$ cat config.mk
export PLATFORM = sky130hd
export DESIGN_NAME = sext_unit_pipe
export DESIGN_NICKNAME = d
export VERILOG_FILES = /design/src/rtl/sext_unit_pipe.sv
export SDC_FILE = /design/constraint.sdc
export NUM_CORES = 1
export LEC_CHECK = 0
export BUFFER_PORTS_ARGS = -buffer_cell sky130_fd_sc_hd__buf_2
export CELL_PAD_IN_SITES_DETAIL_PLACEMENT = 1
export CELL_PAD_IN_SITES_GLOBAL_PLACEMENT = 1
export CORE_MARGIN = 4
export CORE_UTILIZATION = 35
export CTS_BUF_LIST = sky130_fd_sc_hd__clkbuf_16
export CTS_CLUSTER_DIAMETER = 50
export DETAILED_ROUTE_END_ITERATION = 10
export MAX_ROUTING_LAYER = met4
export PLACE_DENSITY = 0.8
export SLEW_MARGIN = 25
export SYNTH_ARGS = -nofsm -noshare
export SYNTH_HDL_FRONTEND = slang
export SYNTH_SLANG_ARGS = --single-unit
$ cat constraint.sdc
create_clock -name Clk -period 1.4 [get_ports Clk]
set_input_delay 0.14 -clock Clk [delete_from_list [all_inputs] [get_ports Clk]]
set_output_delay 0.14 -clock Clk [all_outputs]
set_load 0.05 [all_outputs]
$ cat src/rtl/sext_unit_pipe.sv
// LC-3 immediate/offset extender feeding a DEPTH-entry elastic FIFO.
// Optional macro SEXT_BYTE_ADDR_EN adds byte_addr (left-shift of offsets).
module sext_unit_pipe #(
  parameter int DATA_W = 16,
  parameter int DEPTH  = 2
) (
  input  logic                     Clk,
  input  logic                     Reset,
  input  logic                     in_valid,
  output logic                     in_ready,
  input  logic [15:0]              ir,
  input  logic [2:0]               mode,
`ifdef SEXT_BYTE_ADDR_EN
  input  logic                     byte_addr,
`endif
  output logic                     out_valid,
  input  logic                     out_ready,
  output logic [DATA_W-1:0]        out_data,
  output logic                     out_err,
  output logic [$clog2(DEPTH):0]   occupancy
);

  localparam int PW = $clog2(DEPTH);
  localparam int CW = PW + 1;

  if (DATA_W < 16) begin : g_bad_width
    $fatal(1, "sext_unit_pipe: DATA_W must be at least 16");
  end
  if (DATA_W > 32) begin : g_wide_width
    $fatal(1, "sext_unit_pipe: DATA_W must be at most 32");
  end
  if (DEPTH < 2 || DEPTH > 8 || (DEPTH & (DEPTH - 1)) != 0) begin : g_bad_depth
    $fatal(1, "sext_unit_pipe: DEPTH must be a power of two in 2..8");
  end

  logic [DATA_W-1:0] data_q [DEPTH];
  logic              err_q  [DEPTH];
  logic [PW-1:0]     wr_q, wr_d;
  logic [PW-1:0]     rd_q, rd_d;
  logic [CW-1:0]     cnt_q, cnt_d;

  logic [DATA_W-1:0] sx;
  logic [DATA_W-1:0] ext;
  logic              ext_err;
  logic              push;
  logic              pop;
  logic              shift_en;

  always_comb begin
    sx      = '0;
    ext_err = 1'b0;
    case (mode)
      3'd0:    sx = {{(DATA_W-5){ir[4]}}, ir[4:0]};
      3'd1:    sx = {{(DATA_W-6){ir[5]}}, ir[5:0]};
      3'd2:    sx = {{(DATA_W-9){ir[8]}}, ir[8:0]};
      3'd3:    sx = {{(DATA_W-11){ir[10]}}, ir[10:0]};
      3'd4:    sx = {{(DATA_W-8){1'b0}}, ir[7:0]};
      default: ext_err = 1'b1;
    endcase
  end

  // Only the memory offsets (modes 1..3) are ever scaled to byte addresses.
  always_comb begin
    shift_en = 1'b0;
`ifdef SEXT_BYTE_ADDR_EN
    shift_en = byte_addr && (mode == 3'd1 || mode == 3'd2 || mode == 3'd3);
`endif
    ext = shift_en ? {sx[DATA_W-2:0], 1'b0} : sx;
  end

  assign in_ready  = (cnt_q < CW'(DEPTH));
  assign out_valid = (cnt_q != '0);
  assign push      = in_valid && in_ready;
  assign pop       = out_valid && out_ready;

  always_comb begin
    wr_d  = wr_q;
    rd_d  = rd_q;
    cnt_d = cnt_q;
    if (push) begin
      wr_d = wr_q + PW'(1);
    end
    if (pop) begin
      rd_d = rd_q + PW'(1);
    end
    case ({push, pop})
      2'b10:   cnt_d = cnt_q + CW'(1);
      2'b01:   cnt_d = cnt_q - CW'(1);
      default: cnt_d = cnt_q;
    endcase
  end

  always_ff @(posedge Clk or posedge Reset) begin
    if (Reset) begin
      wr_q  <= '0;
      rd_q  <= '0;
      cnt_q <= '0;
      for (int i = 0; i < DEPTH; i++) begin
        data_q[i] <= '0;
        err_q[i]  <= 1'b0;
      end
    end else begin
      wr_q  <= wr_d;
      rd_q  <= rd_d;
      cnt_q <= cnt_d;
      if (push) begin
        data_q[wr_q] <= ext_err ? '0 : ext;
        err_q[wr_q]  <= ext_err;
      end
    end
  end

  assign out_data  = data_q[rd_q];
  assign out_err   = err_q[rd_q];
  assign occupancy = cnt_q;

endmodule

==> flow_summary.toml <==
[run]
max-cap-violations = 0

[clocking]
clkLatencyLatePin_ns = 0.27
cts_root_buf = "clkbuf_16"
cts.clk_slew.worst_paths_ns = 0.07
cts_tree = "done"
cts.sinks = 28
clk_path_buf_depth = 2
numCtsBuffers = 3
h-tree-depth = 1

[synth]
syn_nets = 167
syn_area_per_cell_um2 = 10.6
yosys.cell_types.count = 32
async_reset_ff_frac = 1.00
synth_ff_type = "dfrtp_1"
syn-instance-count = 143
ys_seq_elements = 28
synth_edf_count = 0
ys_warn_count = 0
ys_seq_area_frac = 0.461
syn_area_um2 = 1520

[global_routing]
grt_pass1_wl_um = 6690
grt_pass1_vias = 1366
grt_max_degree = 29
grt_usage = 0.165
gr-total-overflow = 0
grt_antenna_before_repair = 0

[final_layout]
drive_gt1_frac = 0.554
final_cells = 234
final_common_cell = "dfrtp_1"
syn2layout_area_growth_pct = 37.4
fillers = 455
nNetsFinal = 209
antenna_cells = 0
final_cell_mix = "dfrtp_1, nand2_1, buf_2, buf_6, mux2_2"
fin_area_um2 = 2090

[place]
place_congestion = 0.814
dpl.hpwl_um = 2830
place_area_um2 = 1780
placedCellCount = 225
portBuffers = 38

[floorplan]
initial_core_util = 0.372
die_area_um2 = 5460
rows = 23
core-area_um2 = 4090
io_pins = 44
chipHeight_um = 73.9
fp.dieW_um = 73.9

[setup_path]
worstPathRequired_ns = 1.26
reg2regPathDepth = 6
arrival_ns = 1.37
end_kind = "output port"
cp_max_fo = 6
reg2reg_to = "occupancy[1]$_DFFE_PP0P_"
reg2reg_from = "occupancy[1]$_DFFE_PP0P_"
critPathLaunchType = "register"
reg2reg_slack_ns = -0.03
worstSetupPathType = "register to output port"

[drt]
drt_iter0_drc = 38
viasPerCell = 5.09
detail_route.wl_per_cell_um = 17.5
routed_wl_um = 4080
routed-via-count = 1190
drc = 0
drt-pass1-iter-count = 4
ant_nets = 0

[run_status]
violations = "setup timing"
status = "finished, violations left"

[hold_path]
min_to = "data_q[17]$_DFFE_PP0P_"
min_from = "ir[1]"
min_path_type = "input port to register"
whs_path_depth = 3

[sta]
min_period_over_period = 1.08
fin_ws_ns = -0.107
hold_violations = 0
slew_viol_final = 0
fmax_ghz = 0.664
max_slew_margin = 0.729
tightest_slew_ns = 0.407
tns_ns = -1.55
skew_ns = 0.00752
period_minus_slack_ns = 1.51
rsz0062_at_grt = "true"
setup_viol = 18

[power_and_ir_drop]
p_per_area_nw_per_um2 = 2910
vdd_drop_max_v = 0.00109
finalPower_mw = 6.07
leakagePower_nw = 0.986
[Yosys cell counts, drive strengths merged (3+ instances only)]
master	instances	area (um^2)
nand2	31	116
dfrtp	28	701
o21ai	23	145
mux2	18	210
buf	11	96.3
nor2	4	17.5
inv	3	11.3
xnor2	3	26.3
[power breakdown]
| part | total (mW) | switching, mW | internal (mW) | leakage (nW) |
|---|---|---|---|---|
| clock | 0.861 | 0.291 | 0.570 | 0.0511 |
| combinational | 3.78 | 2.26 | 1.52 | 0.579 |
| sequential | 1.43 | 0.245 | 1.18 | 0.356 |
| total | 6.07 | 2.80 | 3.27 | 0.986 |
[cells by family after synthesis]
kind of cell / Yosys count / synth area share
muxes: 19 / 0.145
xor gates and xnor gates: 4 / 0.0231
buffers and inverters: 16 / 0.0758
DFF: 28 / 0.461
and+or+nand+nor: 45 / 0.140
AOI/OAI and AO/OA: 30 / 0.147
adders and majority gates: 1 / 0.00824
[worst max-delay path by stage]
stage                                  start                        to  slack (ns)  depth (start not counted)
floorplan           occupancy[1]$_DFFE_PP0P_  occupancy[1]$_DFFE_PP0P_       -0.23                          6
global placement    occupancy[1]$_DFFE_PP0P_  occupancy[1]$_DFFE_PP0P_       0.003                          6
detailed placement  occupancy[1]$_DFFE_PP0P_  occupancy[1]$_DFFE_PP0P_        -0.1                          6
CTS                         rd_q$_DFFE_PP0P_              out_data[12]        -0.1                          3
global route                rd_q$_DFFE_PP0P_              out_data[10]       -0.14                          3
finish                      rd_q$_DFFE_PP0P_              out_data[10]       -0.11                          3
[flip-flops by register name, summed over array words and instances (netlist names)]
name and flops:
data_q 22, err_q 2, occupancy 2, rd_q 1, wr_q 1
[worst max-delay path, cell delays in order, from the launching register on]
cell	delay (ns)
dfrtp_1	0.43
buf_6	0.15
mux2_4	0.34
buf_6	0.17
[stage by stage]
stage,hold WS [ns],setup WS [ns],utilization
6_report,0.132,-0.107,0.511
5_1_grt,0.146,-0.138,0.511
4_1_cts,0.139,-0.0951,0.488
3_5_place_dp,0.228,-0.0979,0.435
3_3_place_gp,0.207,0.00282,0.435
2_1_floorplan,0.205,-0.234,-
[final cells by class]
cell class / count / area (um^2) / share of cell area
inverters: 3 / 11.3 / 0.00540
clock buffers: 3 / 75.1 / 0.0360
clock inverters: 1 / 30.0 / 0.0144
well taps: 50 / 62.6 / 0.0300
flip-flops and latches: 28 / 703 / 0.337
repair buffers: 50 / 420 / 0.201
multi-input cells: 99 / 785 / 0.376
[repair_timing]
action,4_1_cts,5_1_grt
hold buffers,1,0
resized for setup,26,21
hold endpoints to repair,28,0
setup endpoints to repair,18,24
setup buffers,3,1
pin swaps,3,1
[metal layers]
metal	GRT usage	wire (um)	vias up
met5	-	0	-
met4	0.0463	70	0
met1	0.190	1680	592
li1	-	-	563
met2	0.295	2200	28
met3	0.0246	134	7
No activity file was read; power rests on OpenSTA's default activity.
